### src/rtl/net_resolve_pipe.sv
// net_resolve_pipe: registered multi-driver net resolver with runtime-selectable net type
module net_resolve_pipe #(
  parameter int N_DRV = 4,
  parameter int WIDTH = 8,
  parameter int unsigned MODE = 0,
  parameter int CNT_W = 16
) (
  input  logic                   clk,
  input  logic                   reset,
  input  logic                   in_vld,
  input  logic [N_DRV-1:0]       drv_en,
  input  logic [N_DRV*WIDTH-1:0] drv_val,
  input  logic                   cfg_wr,
  input  logic [3:0]             cfg_mode,
  output logic                   out_vld,
  output logic [WIDTH-1:0]       net_val,
  output logic [WIDTH-1:0]       net_z,
  output logic [WIDTH-1:0]       net_x,
  output logic                   multi_err,
  output logic                   cfg_err,
  output logic [CNT_W-1:0]       conf_cnt,
  output logic [3:0]             cur_mode
);
  logic [WIDTH-1:0] and_v, or_v, conf, wval;
  logic [WIDTH-1:0] val_d, z_d, x_d, store_d;
  logic [WIDTH-1:0] val_q, z_q, x_q, store_q;
  logic             any_en, merr_d;
  logic             vld_q, merr_q, cerr_q;
  logic [CNT_W-1:0] cnt_q, cnt_d;
  logic [3:0]       mode_q, mode_d;
  always_comb begin
    and_v = '1;
    or_v  = '0;
    for (int i = 0; i < N_DRV; i++) begin
      and_v = and_v & (drv_en[i] ? drv_val[i*WIDTH +: WIDTH] : '1);
      or_v  = or_v  | (drv_en[i] ? drv_val[i*WIDTH +: WIDTH] : '0);
    end
  end
  // Drivers agree on a bit exactly when its AND and OR over the enabled set match.
  assign any_en = |drv_en;
  assign conf   = any_en ? (and_v ^ or_v) : '0;
  assign wval   = and_v & ~conf;
  always_comb begin
    val_d  = any_en ? wval : '0;
    z_d    = any_en ? '0 : '1;
    x_d    = conf;
    merr_d = 1'b0;
    case (mode_q)
      4'd2: z_d = '0;
      4'd3: begin
        val_d = any_en ? wval : '1;
        z_d   = '0;
      end
      4'd4: begin
        val_d = any_en ? and_v : '0;
        x_d   = '0;
      end
      4'd5: begin
        val_d = any_en ? or_v : '0;
        x_d   = '0;
      end
      4'd6: if (!any_en) begin
        val_d = store_q;
        z_d   = '0;
      end
      4'd7: merr_d = |(drv_en & (drv_en - N_DRV'(1)));
      4'd8: begin
        val_d  = '0;
        z_d    = '1;
        x_d    = '0;
        merr_d = any_en;
      end
      default: ;
    endcase
  end
  // Charge store keeps its old value on bits in conflict.
  assign store_d = (mode_q == 4'd6 && any_en) ? ((store_q & conf) | wval) : store_q;
  assign cnt_d   = (cnt_q == '1) ? cnt_q : cnt_q + CNT_W'(1);
  assign mode_d  = (cfg_wr && cfg_mode <= 4'd8) ? cfg_mode : mode_q;
  always_ff @(posedge clk) begin
    if (reset) begin
      vld_q   <= 1'b0;
      val_q   <= '0;
      z_q     <= '0;
      x_q     <= '0;
      merr_q  <= 1'b0;
      cerr_q  <= 1'b0;
      cnt_q   <= '0;
      mode_q  <= MODE[3:0];
      store_q <= '0;
    end else begin
      vld_q  <= in_vld;
      merr_q <= in_vld & merr_d;
      cerr_q <= cfg_wr && cfg_mode > 4'd8;
      mode_q <= mode_d;
      if (in_vld) begin
        val_q   <= val_d;
        z_q     <= z_d;
        x_q     <= x_d;
        store_q <= store_d;
        if (|x_d) cnt_q <= cnt_d;
      end
    end
  end
  assign out_vld   = vld_q;
  assign net_val   = val_q;
  assign net_z     = z_q;
  assign net_x     = x_q;
  assign multi_err = merr_q;
  assign cfg_err   = cerr_q;
  assign conf_cnt  = cnt_q;
  assign cur_mode  = mode_q;
endmodule

### config.mk
export PLATFORM = sky130hd
export DESIGN_NAME = net_resolve_pipe
export DESIGN_NICKNAME = d
export VERILOG_FILES = /design/src/rtl/net_resolve_pipe.sv
export SDC_FILE = /design/constraint.sdc
export NUM_CORES = 1
export LEC_CHECK = 0
export CORE_MARGIN = 4
export CORE_UTILIZATION = 48
export CTS_BUF_LIST = sky130_fd_sc_hd__clkbuf_4
export DETAILED_ROUTE_END_ITERATION = 10
export PLACE_DENSITY = 0.82
export SLEW_MARGIN = 20
export SYNTH_ARGS = -nofsm -noshare
export SYNTH_HDL_FRONTEND = slang
export SYNTH_SLANG_ARGS = --single-unit
export TNS_END_PERCENT = 20
### constraint.sdc
create_clock -name clk -period 2.8 [get_ports clk]
set_input_delay 0.56 -clock clk [delete_from_list [all_inputs] [get_ports clk]]
set_output_delay 0.56 -clock clk [all_outputs]
set_load 0.01 [all_outputs]
Word-level counts from Yosys, hierarchy flattened
Index checks and enable logic that the tools add are counted.
- output and inout port bits: 47
- logic and storage cells: 65
- input port bits: 44
- register bits: 55
- eq/ne operators: 8
- bitwise gates (word level): 14
- $add $sub $neg: 2
- muxes and demuxes: 20
- reduce and logical (&&, ||, !) cells: 10
- order comparisons: 2
- operator list (cell ; count):
    two-way mux 8 bit ; 17
    AND 8 bit ; 5
    one-hot mux 8 bit (5 select lines) ; 1
    bitwise OR 8 bit ; 4
    one-hot mux 8 bit (3 select lines) ; 1
    adder 16 x 1 -> 16 bit, second input constant ; 1
    == test 16 bit, second input constant ; 1
    == test 4 x 3 -> 1 bit, second input constant ; 4
    == test 4 x 2 -> 1 bit, second input constant ; 2
    inverter 8 bit ; 1
    OR reduction 4 bit ; 2
    OR reduction 8 bit ; 1
    XOR 8 bit ; 1
    AND 4 bit ; 1
    == test 4 bit, second input constant ; 1
    greater-than comparator 4 bit, second input constant ; 1
    less-or-equal comparator 4 bit, second input constant ; 1
    subtractor 4 x 1 -> 4 bit, second input constant ; 1
    logical AND 1 bit ; 3
    AND reduction 3 bit ; 1
    OR reduction 3 bit ; 1
    one-hot mux 1 bit (2 select lines) ; 1
    AND reduction 2 bit ; 1
    OR reduction 2 bit ; 1
    other kinds (2) ; 2

Depth between registers and ports, before layout
- word-level depth: 11
- mapped depth: 10
- gate-level depth less buffers: 7

Least setup slack after synthesis
Ideal clock, no wire load.
- path kind: input to register
- start: in drv_en[3]
- end: reg cnt_q[6], in the netlist conf_cnt[6]
- stages on the path: 9
- data arrival time: 2.523 ns
- data required time: 2.679 ns
- buffers on the path: 2
- path slack: 0.156 ns
- path through: buf_6 a22o_1 a221oi_1 nor2_1 or4_4 o21ai_4 buf_6 nor3_2 mux2_4
- word-level cells in the longest chain between the ends: 7
- ends and longest elaborated chain (what ; RTL line ; source):
    from (decl) ; 11 ; input logic [N_DRV-1:0] drv_en,
    two-way mux 8 bit, on equally long branches ; 35, 36 ;
    AND 8 bit or bitwise OR 8 bit (tied branches) ; 35, 36 ;
    XOR 8 bit ; 41 ; assign conf = any_en ? (and_v ^ or_v) : '0;
    two-way mux 8 bit * ; 41 ;
    two-way mux 8 bit * ; 48 ; case (mode_q)
    OR reduction 8 bit * ; 101 ; if (|x_d) cnt_q <= cnt_d;
    AND reduction 3 bit (no line) * ; n/a ;
    to (signal assigned) ; 101 ;
    to (decl) ; 29 ; logic [CNT_W-1:0] cnt_q, cnt_d;
Mark *: on every way between the ends. The rest lies on a longest branch, timed or not.
A chain may end at the register's enable or synchronous reset.

Worst setup path in the final report
- start: in drv_en[2]
- end: reg cnt_q[3], in the netlist conf_cnt[3]
- word-level cells in the longest chain between the ends: 8
- ends and longest elaborated chain (what ; RTL line):
    two-way mux 8 bit, on equally long branches ; 35, 36
    AND 8 bit or bitwise OR 8 bit (tied branches) (2 in series) ; 35, 36
    XOR 8 bit ; 41
    two-way mux 8 bit * ; 41
    two-way mux 8 bit * ; 48
    OR reduction 8 bit * ; 101
    AND reduction 3 bit (no line) * ; n/a
Marks and branches as above.

==> results.md <==
- Root Driver: clkbuf_4
- Hold-fix buffers at CTS: 0
- CP Depth: 10
- DR WL/cell: 15.3 um
- Final core occ: 0.746
- Hold-critical path depth: 2
- Worst setup SP type: primary input
- Worst Setup Path Type: in2reg
- Pins over their slew limit: 0
- DRT iter0 DRCs: 248
- Worst Clk Skew: 0.0120 ns
- CP Capture Type: flop
- Vias in the first global route: 2987
- Clock share of power: 0.191
- Pwr per Cell Area: 353 nW/um2
- Slowest stage delay, CP: 0.51 ns
- Die area: 7250 um2
- Routed WL: 8550 um
- Via count: 3206
- Most frequent CP cell: buf_4
- TritonCTS Buffers: 5
- Fin cells: 558
- Syn_nets: 405
- Most common library cell in the layout ignoring fill and taps: clkdlybuf4s50_1
- Gr usage total: 0.233
- Gate power share: 0.315
- Cell taking the most area after synthesis: dfxtp_1
- Detail Route Antenna Nets: 0
- Worst path arrival time: 3.08 ns
- Largest net degree at the start of global routing: 18
- GPL Wtd Cong: 0.911
- Register clock-pin slew on the reported worst setup and hold paths: 0.12 ns
- Worst-Skew Late Latency: 0.36 ns
- R2R depth: 8
- Die extent in x: 85.2 um
- Initial Util: 0.507
- Die height: 85.2 um
- Number of synthesized flops with an enable pin: 0
- CP delay by family, top: buffers and inverters
- First-pass GRT wire length: 13900 um
- VDD IR max: 0.303 mV
- Ys flop type: dfxtp_1
- # setup viols final: 0
- Post-route cell area: 4210 um2
- Sw Share: 0.290
- Worst-Margin Slew: 0.774 ns
- HPWL Detailed: 6650 um
- Number of I/O port buffers: 90
- Top post-synthesis cells by area: dfxtp_1 (34%), a21oi_1 (5.8%), nand2b_1 (5.7%)
- Ys Warns: 0
- Seq/Total Area, Yosys: 0.336
- Buf+Inv Stages, Crit Path: 4
- Cell Int Power: 0.00105 W
- Period utilization: 0.998
- Gr busiest metal: met2
- Placed cell areas: 4090 um2
- Antenna cells: 0
- Ys async rst share: 0
- Max Fclk: 358 MHz
- Area grow syn2layout: 47.3%
- Post-layout total power: 0.00149 W
- Clk sink count: 48
- Vias/cell: 5.75
- Initial antenna violation count: 0
- Synth Register Bits: 48
- Rows: 27
- Crit path required time: 3.08 ns
- Core Box Area: 5640 um2
- Syn Area/Cell: 7.94 um2
- Status: complete, no violations
- Cell count after placement: 550
- GR Layer Usage met2: 0.419
- Netlist Area Pre-Place: 2860 um2
- Number of max-cap violations: 0
- Yosys top cell area share: 0.336
- Hold Vio Cnt, Final: 0
- Final net count: 533
- Met1 usage: 0.282
- Worst-path fanout max: 13
- Post-Synthesis Cells: 360
- # IOs: 91
- Grt ovf: 0
- DRT Pass-1 Iters: 5
- Share of cells above drive strength 1: 0.171
- GRT met3 Usage: 0.0398
- Clock Tree Buf Depth: 2
- Max-slew headroom: 0.480
- Critical-path top delay cell: or4_4
- Most frequent cells in the layout: clkdlybuf4s50_1 (88), buf_4 (54), dfxtp_1 (48)
- Distinct cells, synth: 53
- Htree depth: 2
- Sw power: 0.000431 W
- Worst min path class: reg2reg
- Tmin final: 2.80 ns
- CTS tree: yes
- Sequential power share: 0.494
- Leak Pwr: 1.53 nW
- Cell-by-cell listing of the critical path: clkdlybuf4s50_1, buf_4, a222oi_1, buf_4, a2bb2oi_2, or4_4, o21ai_4, buf_6, o21ai_0, a21oi_1
- DRC viols: 0
==> final timing paths <==
kind / start / to / slack (ns)
max: drv_en[2] / conf_cnt[3]$_SDFFE_PP0P_ / 0.005
min: flop / flop / 0.48
max reg2reg: conf_cnt[2]$_SDFFE_PP0P_ / conf_cnt[3]$_SDFFE_PP0P_ / 0.62
min reg2reg: flop / flop / 0.48
==> layer usage <==
| layer | share of wire | wire length (um) | up-vias |
|---|---|---|---|
| li1 | - | - | 1573 |
| met1 | 0.42 | 3570 | 1507 |
| met2 | 0.51 | 4390 | 114 |
| met3 | 0.052 | 447 | 12 |
| met4 | 0.017 | 148 | 0 |
| met5 | 0 | 0 | - |
==> worst reg2reg max path: stages, from the launching register on <==
cell and delay (ns):
dfxtp_1 0.47, nand4_1 0.21, nor2_1 0.24, nand2_1 0.19
o311a_1 0.42, o21ai_4 0.13, buf_6 0.19, o21ai_0 0.10
a21oi_1 0.16
==> power groups by stage <==
| stage | Combinational (W) | Clock (W) | Sequential [W] |
|---|---|---|---|
| floorplan | 0.000207 | 0 | 0.000755 |
| finish | 0.000468 | 0.000283 | 0.000734 |
| detailed placement | 0.000444 | 0 | 0.000750 |
| CTS | 0.000449 | 0.000290 | 0.000735 |
| global placement | 0.000436 | 0 | 0.000749 |
| global route | 0.000508 | 0.000312 | 0.000740 |
==> through the flow <==
step	hold slack (ns)	TNS, ns	worst slack (ns)
2_1_floorplan	0.443	0	0.156
3_3_place_gp	0.454	-4.77	-0.345
3_5_place_dp	0.459	-6.62	-0.462
4_1_cts	0.476	0	0.00300
5_1_grt	0.487	-0.571	-0.102
6_report	0.477	0	0.00489
==> timing repair <==
action | 4_1_cts | 5_1_grt
endpoints found under the setup margin | 10 | 15
pin swaps | 2 | 3
buffers inserted | 1 | 2
gates resized for setup | 4 | 13
==> area by class of cell <==
cell class | count | area [um2]
flip-flops and latches | 48 | 961
well taps | 72 | 90.1
multi-input cells | 277 | 1730
repair buffers | 147 | 1350
inverters | 9 | 41.3
fillers | 433 | 1430
clock buffers | 5 | 37.5
==> synth_stat cells, drive strengths merged, types with 9 or more instances <==
master,number
dfxtp,48
nor2,42
a21oi,33
nand2,29
nand2b,26
o21ai,26
buf,15
nand3,15
nor2b,12
clkbuf,11
a311oi,10
inv,9
or3,9
==> kinds of logic (layout without fill, tap and decap cells) <==
kind of cell / Yosys count / in the layout / share of synthesized area
mux: 5 / 5 / 0.0210
simple gates: 154 / 154 / 0.277
fa+ha+maj: 1 / 1 / 0.00438
buf+inv: 35 / 161 / 0.0748
xor+xnor: 2 / 2 / 0.00613
flops: 48 / 48 / 0.336
compound gates: 115 / 115 / 0.281
(Power assumes the default switching activity.)
